File: config.mk
export PLATFORM = sky130hd
export DESIGN_NAME = regfile_burst_sequencer
export DESIGN_NICKNAME = d
export VERILOG_FILES = /design/src/rtl/regfile_pkg.sv /design/src/rtl/burst_addr_counter.sv /design/src/rtl/regfile_burst_sequencer.sv
export SDC_FILE = /design/constraint.sdc
export NUM_CORES = 1
export LEC_CHECK = 0
export CAP_MARGIN = 10
export CORE_AREA = 2 2 110 112
export CTS_BUF_LIST = sky130_fd_sc_hd__clkbuf_8 sky130_fd_sc_hd__clkbuf_16
export DETAILED_ROUTE_END_ITERATION = 8
export DIE_AREA = 0 0 112 114
export DONT_BUFFER_PORTS = 1
export GPL_TIMING_DRIVEN = 0
export PLACE_DENSITY = 0.51
export SYNTH_ARGS = -nofsm -noshare
export SYNTH_HDL_FRONTEND = slang
export SYNTH_SLANG_ARGS = --single-unit
File: constraint.sdc
create_clock -name clk -period 3.58 [get_ports clk]
set_input_delay 0.895 -clock clk [delete_from_list [all_inputs] [get_ports clk]]
set_output_delay 0.895 -clock clk [all_outputs]
set_load 0.02 [all_outputs]
File: src/rtl/regfile_pkg.sv
// Shared constants, state encoding and direction codes for the
// register file burst sequencer.
package regfile_pkg;

    localparam int DATA_WIDTH = 64;
    localparam int ADDR_WIDTH = 5;
    localparam int NUM_REGS   = 32;

    typedef enum logic [2:0] {
        ST_IDLE,
        ST_RD_ISSUE,
        ST_RD_HOLD,
        ST_WR_ACCEPT,
        ST_DONE
    } state_t;

    localparam logic DIR_SAVE    = 1'b0;
    localparam logic DIR_RESTORE = 1'b1;

    localparam logic [ADDR_WIDTH-1:0] XZR_ADDR = ADDR_WIDTH'(NUM_REGS - 1);

endpackage

File: src/rtl/burst_addr_counter.sv
// Current register address and remaining-word count for one burst;
// the address wraps modulo NUM_REGS and the count is clamped at load.
module burst_addr_counter #(
    parameter int ADDR_WIDTH = 5,
    parameter int NUM_REGS   = 32
) (
    input  logic                  clk,
    input  logic                  reset,
    input  logic                  load,
    input  logic                  step,
    input  logic [ADDR_WIDTH-1:0] first_reg,
    input  logic [ADDR_WIDTH:0]   count,
    output logic [ADDR_WIDTH-1:0] cur,
    output logic                  last
);

    localparam int CNT_WIDTH = ADDR_WIDTH + 1;
    localparam logic [CNT_WIDTH-1:0] MAX_CNT = CNT_WIDTH'(NUM_REGS);
    localparam logic [ADDR_WIDTH-1:0] TOP_ADDR = ADDR_WIDTH'(NUM_REGS - 1);

    logic [CNT_WIDTH-1:0]  remaining;
    logic [CNT_WIDTH-1:0]  count_clamped;
    logic [ADDR_WIDTH-1:0] cur_next;

    assign count_clamped = (count > MAX_CNT) ? MAX_CNT : count;
    assign cur_next      = (cur == TOP_ADDR) ? '0 : cur + 1'b1;
    // The word being transferred now is the final one of the burst.
    assign last          = (remaining == CNT_WIDTH'(1));

    always_ff @(posedge clk or posedge reset) begin
        if (reset) begin
            cur       <= '0;
            remaining <= '0;
        end else if (load) begin
            cur       <= first_reg;
            remaining <= count_clamped;
        end else if (step) begin
            cur       <= cur_next;
            remaining <= remaining - 1'b1;
        end
    end

endmodule

File: src/rtl/regfile_burst_sequencer.sv
// Save/restore burst engine between the register file and a word stream.
// Optional SKIP_XZR_EN makes the top register behave as a zero register.
module regfile_burst_sequencer
    import regfile_pkg::state_t, regfile_pkg::ST_IDLE, regfile_pkg::ST_RD_ISSUE,
           regfile_pkg::ST_RD_HOLD, regfile_pkg::ST_WR_ACCEPT, regfile_pkg::ST_DONE,
           regfile_pkg::DIR_RESTORE;
#(
    parameter int DATA_WIDTH = regfile_pkg::DATA_WIDTH,
    parameter int ADDR_WIDTH = regfile_pkg::ADDR_WIDTH,
    parameter int NUM_REGS   = regfile_pkg::NUM_REGS
) (
    input  logic                  clk,
    input  logic                  reset,
    input  logic                  start,
    input  logic                  dir,
    input  logic [ADDR_WIDTH-1:0] first_reg,
    input  logic [ADDR_WIDTH:0]   reg_count,
    output logic                  busy,
    output logic                  done,
    output logic [ADDR_WIDTH-1:0] read_reg_address_1,
    input  logic [DATA_WIDTH-1:0] reg_out_1,
    output logic [ADDR_WIDTH-1:0] write_reg_address,
    output logic [DATA_WIDTH-1:0] data,
    output logic                  reg_write,
    output logic [DATA_WIDTH-1:0] out_data,
    output logic                  out_valid,
    input  logic                  out_ready,
    input  logic [DATA_WIDTH-1:0] in_data,
    input  logic                  in_valid,
    output logic                  in_ready
);

    state_t                state;
    logic [ADDR_WIDTH-1:0] cur;
    logic                  last;
    logic                  load;
    logic                  step;
    logic                  wr_fire;
    logic                  rd_fire;
    logic                  is_xzr;

    // A start during the done pulse lands in IDLE but must not launch.
    assign load    = (state == ST_IDLE) && start && !done;
    assign wr_fire = in_valid && in_ready;
    assign rd_fire = (state == ST_RD_HOLD) && out_valid && out_ready;
    assign step    = wr_fire || rd_fire;

`ifdef SKIP_XZR_EN
    localparam logic [ADDR_WIDTH-1:0] XZR = ADDR_WIDTH'(NUM_REGS - 1);
    assign is_xzr = (cur == XZR);
`else
    assign is_xzr = 1'b0;
`endif

    assign read_reg_address_1 = cur;
    assign write_reg_address  = cur;
    assign reg_write          = wr_fire && !is_xzr;
    assign data               = in_ready ? in_data : '0;

    burst_addr_counter #(
        .ADDR_WIDTH (ADDR_WIDTH),
        .NUM_REGS   (NUM_REGS)
    ) u_cnt (
        .clk       (clk),
        .reset     (reset),
        .load      (load),
        .step      (step),
        .first_reg (first_reg),
        .count     (reg_count),
        .cur       (cur),
        .last      (last)
    );

    always_ff @(posedge clk or posedge reset) begin
        if (reset) begin
            state     <= ST_IDLE;
            busy      <= 1'b0;
            done      <= 1'b0;
            out_valid <= 1'b0;
            in_ready  <= 1'b0;
            out_data  <= '0;
        end else begin
            done <= 1'b0;
            unique case (state)
                ST_IDLE: begin
                    if (load) begin
                        busy <= 1'b1;
                        if (reg_count == '0) begin
                            state <= ST_DONE;
                        end else if (dir == DIR_RESTORE) begin
                            state    <= ST_WR_ACCEPT;
                            in_ready <= 1'b1;
                        end else begin
                            state <= ST_RD_ISSUE;
                        end
                    end
                end
                ST_RD_ISSUE: begin
                    out_data  <= is_xzr ? '0 : reg_out_1;
                    out_valid <= 1'b1;
                    state     <= ST_RD_HOLD;
                end
                ST_RD_HOLD: begin
                    if (out_ready) begin
                        out_valid <= 1'b0;
                        state     <= last ? ST_DONE : ST_RD_ISSUE;
                    end
                end
                ST_WR_ACCEPT: begin
                    if (in_valid && last) begin
                        in_ready <= 1'b0;
                        state    <= ST_DONE;
                    end
                end
                ST_DONE: begin
                    done  <= 1'b1;
                    busy  <= 1'b0;
                    state <= ST_IDLE;
                end
                default: begin
                    state <= ST_IDLE;
                end
            endcase
        end
    end

endmodule

==> results by group <==
Placement
  – Setup WS pre-CTS: 1130 ps
  – RePlAce Congestion: 0.849
  – Area post-placement: 4110 um^2
  – Number of port buffers: 0
  – DP HPWL: 8.39 mm

GRT
  – GRT Util Overall: 0.163
  – Congestion Overflow GR: 0
  – Largest net degree at the start of global routing: 48
  – Initial antenna violation count: 0
  – First-pass GRT wire length: 15.7 mm
  – Number of global-route vias before repair: 2751

Logic synthesis
  – Share of the synthesized area in the top cell type: 0.526
  – Mapped Nets: 476
  – Yosys reg bits: 82
  – Most frequent cell after synthesis: dfrtp_1
  – Most frequent cells after synthesis: dfrtp_1 (82), and2_1 (66), mux2_2 (65), nor2_1 (14)
  – Adder-cell share of the synthesized area: 0.0128
  – Post-synthesis compound-gate area fraction: 0.0488
  – Syn Std Cell Area: 3900 um^2
  – Synth cell types: 40
  – Largest family of logic cells by synthesized area: multiplexers
  – Yosys warning count: 0
  – Mux cell area share after synthesis: 0.190
  – Sequential area share after synthesis: 0.526
  – Simple logic cell fraction of the synthesized area: 0.181
  – Synth Area in XOR/XNOR: 0.00225
  – Post-synth top flop: dfrtp_1
  – Cells after synthesis: 327
  – Synth area leader: dfrtp_1
  – Synth area leaders: dfrtp_1 (53%), mux2_2 (19%), and2_1 (11%)
  – Synth async-reset ratio: 1.00
  – Number of flops mapped to enable cells by yosys: 0
  – Avg Cell Area, Syn: 11.9 um^2

Floorplanning
  – Site Rows: 40
  – Die W: 112 um
  – Core area: 11700 um^2
  – Initial Utilization: 0.333
  – IO Pins: 288
  – Die height: 114 um
  – Die footprint: 12800 um^2

Clock network
  – CTS tree: built
  – Hold_buf cts: 0
  – CTS clock-pin slew for the worst setup and hold paths: 60 ps
  – Clock Sinks: 82
  – Root Driver: clkbuf_16
  – Max Buffers Root-to-Sink: 2
  – Post_cts resized: 0
  – Clock H-tree levels: 3
  – Clk Latency, worst-skew pair: 330 ps
  – Setup Fix Bufs, Post-CTS: 0
  – CTS buffer count: 9

Cells and area
  – Reg area: 2050 um^2
  – Area Growth Syn to Fin: 13.2%
  – Final instance area: 4420 um^2
  – Core Util, Final: 0.377
  – Area of the multi-input gates: 1700 um^2
  – # diodes: 0
  – Fill count: 1130
  – Total Nets Final: 488
  – Share of cells above drive strength 1: 0.297

Min path
  – Hold crit path type: in2async

STA
  – Period minus WS final: 2750 ps
  – Setup violations, final: 0
  – RSZ-0062 raised after global routing: no
  – Final Max Tran Viols: 0
  – Setup TNS Final: 0 ps
  – Final clock skew: 5.52 ps
  – Worst Max-Slew Pin Slew: 622 ps
  – Fmax: 363 MHz
  – Period utilization: 0.769
  – Final setup margin: 829 ps
  – Final Hold Fails: 0
  – Max_slew headroom: 0.574

Critical path
  – Critical path endpoint category: primary output
  – Crit path max fanout: 10
  – Crit path kind: reg2out
  – Worst endpoint required time: 2680 ps
  – Critical path arrival: 1860 ps
  – Critical path launch point type: register

Detailed routing
  – Vias per cell: 5.24
  – DRT Pass-1 Iters: 4
  – Avg WL per Cell: 21.4 um
  – Initial DRC count: 106
  – Via total after detailed routing: 2572
  – Drt total wl: 10.5 mm
  – DRC: 0
  – Post-route antenna net violation count: 0

Status
  – Status: complete, no violations

Power
  – Static leakage: 1.83 nW
  – Worst VDD drop: 0.472 mV
  – PwrDens: 1140 nW/um^2

Job
  – Max Cap Viol: 0
==> report_power, final <==
group	switching (mW)	total [mW]	leakage (nW)	internal, mW
registers	0.927	2.33	0.966	1.41
clock network	0.380	0.925	0.142	0.545
logic	0.942	1.77	0.724	0.831
==> worst max-delay path, cell delays in order (launching register included) <==
cell and delay, ps:
dfrtp_1 500, clkbuf_1 360, clkbuf_1 310, and2_1 350
==> cell type report <==
| cell class | instances | area share |
|---|---|---|
| flip-flops and latches | 82 | 0.465 |
| inverters | 7 | 0.00652 |
| plain buffers | 22 | 0.0286 |
| repair buffers | 1 | 0.00623 |
| clock buffers | 9 | 0.0510 |
| well taps | 147 | 0.0417 |
| clock inverters | 7 | 0.0173 |
| multi-input cells | 216 | 0.384 |
==> registers in the layout (all words and copies together), names as in the netlist <==
signal	flops
in_ready	1
u_cnt.remaining	6
u_cnt.cur	5
done	1
out_data	64
busy	1
out_valid	1
state	3
==> path summary, 6_finish.rpt <==
kind                           from            to  slack [ps]  cells past startpoint
max                        in_ready      data[27]         830                      3
min                           reset  out_data[32]         460                      1
max reg2reg                state[0]  out_data[14]        1580                      5
min reg2reg                state[2]      state[2]         560                      1
max in group asynchronous     reset  out_data[45]        2540                      2
min in group clk           state[2]      state[2]         560                      1
==> stage by stage <==
step / power (mW) / std cells / hold WS [ps]
finish: 5.03 / 491 / 458
floorplan: 3.75 / 327 / 499
CTS: 5.10 / 491 / 470
detailed placement: 4.15 / 475 / 555
global placement: 4.10 / 474 / 548
global route: 5.35 / 491 / 480
==> logic make-up (layout without fill, tap and decap cells) <==
family	Yosys count	after routing
xor gates and xnor gates	1	1
AOI/OAI and AO/OA	25	25
adders and majority gates	4	4
and+or+nand+nor	120	120
muxes	66	66
DFF	82	82
buffers and inverters	29	46
==> metal layers <==
| metal | vias up | wire length, um | track usage |
|---|---|---|---|
| met1 | 1245 | 3620 | 0.165 |
| met4 | 0 | 310 | 0.0756 |
| met3 | 15 | 940 | 0.0654 |
| met2 | 163 | 5640 | 0.297 |
| met5 | - | 0 | 0 |
| li1 | 1149 | - | - |
==> cell usage in the layout (no fill, tap or decap), types with 2 or more instances in the layout <==
| cell type | n |
|---|---|
| or4b_1 | 2 |
| and3_1 | 2 |
| buf_2 | 5 |
| or4_1 | 2 |
| o211ai_1 | 2 |
| nand2_1 | 9 |
| clkbuf_16 | 9 |
| nor3_1 | 3 |
| clkinvlp_4 | 2 |
| or3_1 | 2 |
| inv_1 | 6 |
| clkbuf_1 | 7 |
| and2_1 | 66 |
| ha_1 | 4 |
| dfrtp_1 | 82 |
| o21ai_0 | 2 |
| a21oi_1 | 3 |
| nor2_1 | 14 |
| inv_6 | 2 |
| o41ai_1 | 2 |
| nor4_1 | 2 |
| mux2_2 | 65 |
| buf_4 | 10 |
| a31oi_1 | 8 |
| nand3_1 | 10 |
Power figures use the tool's default switching activity.
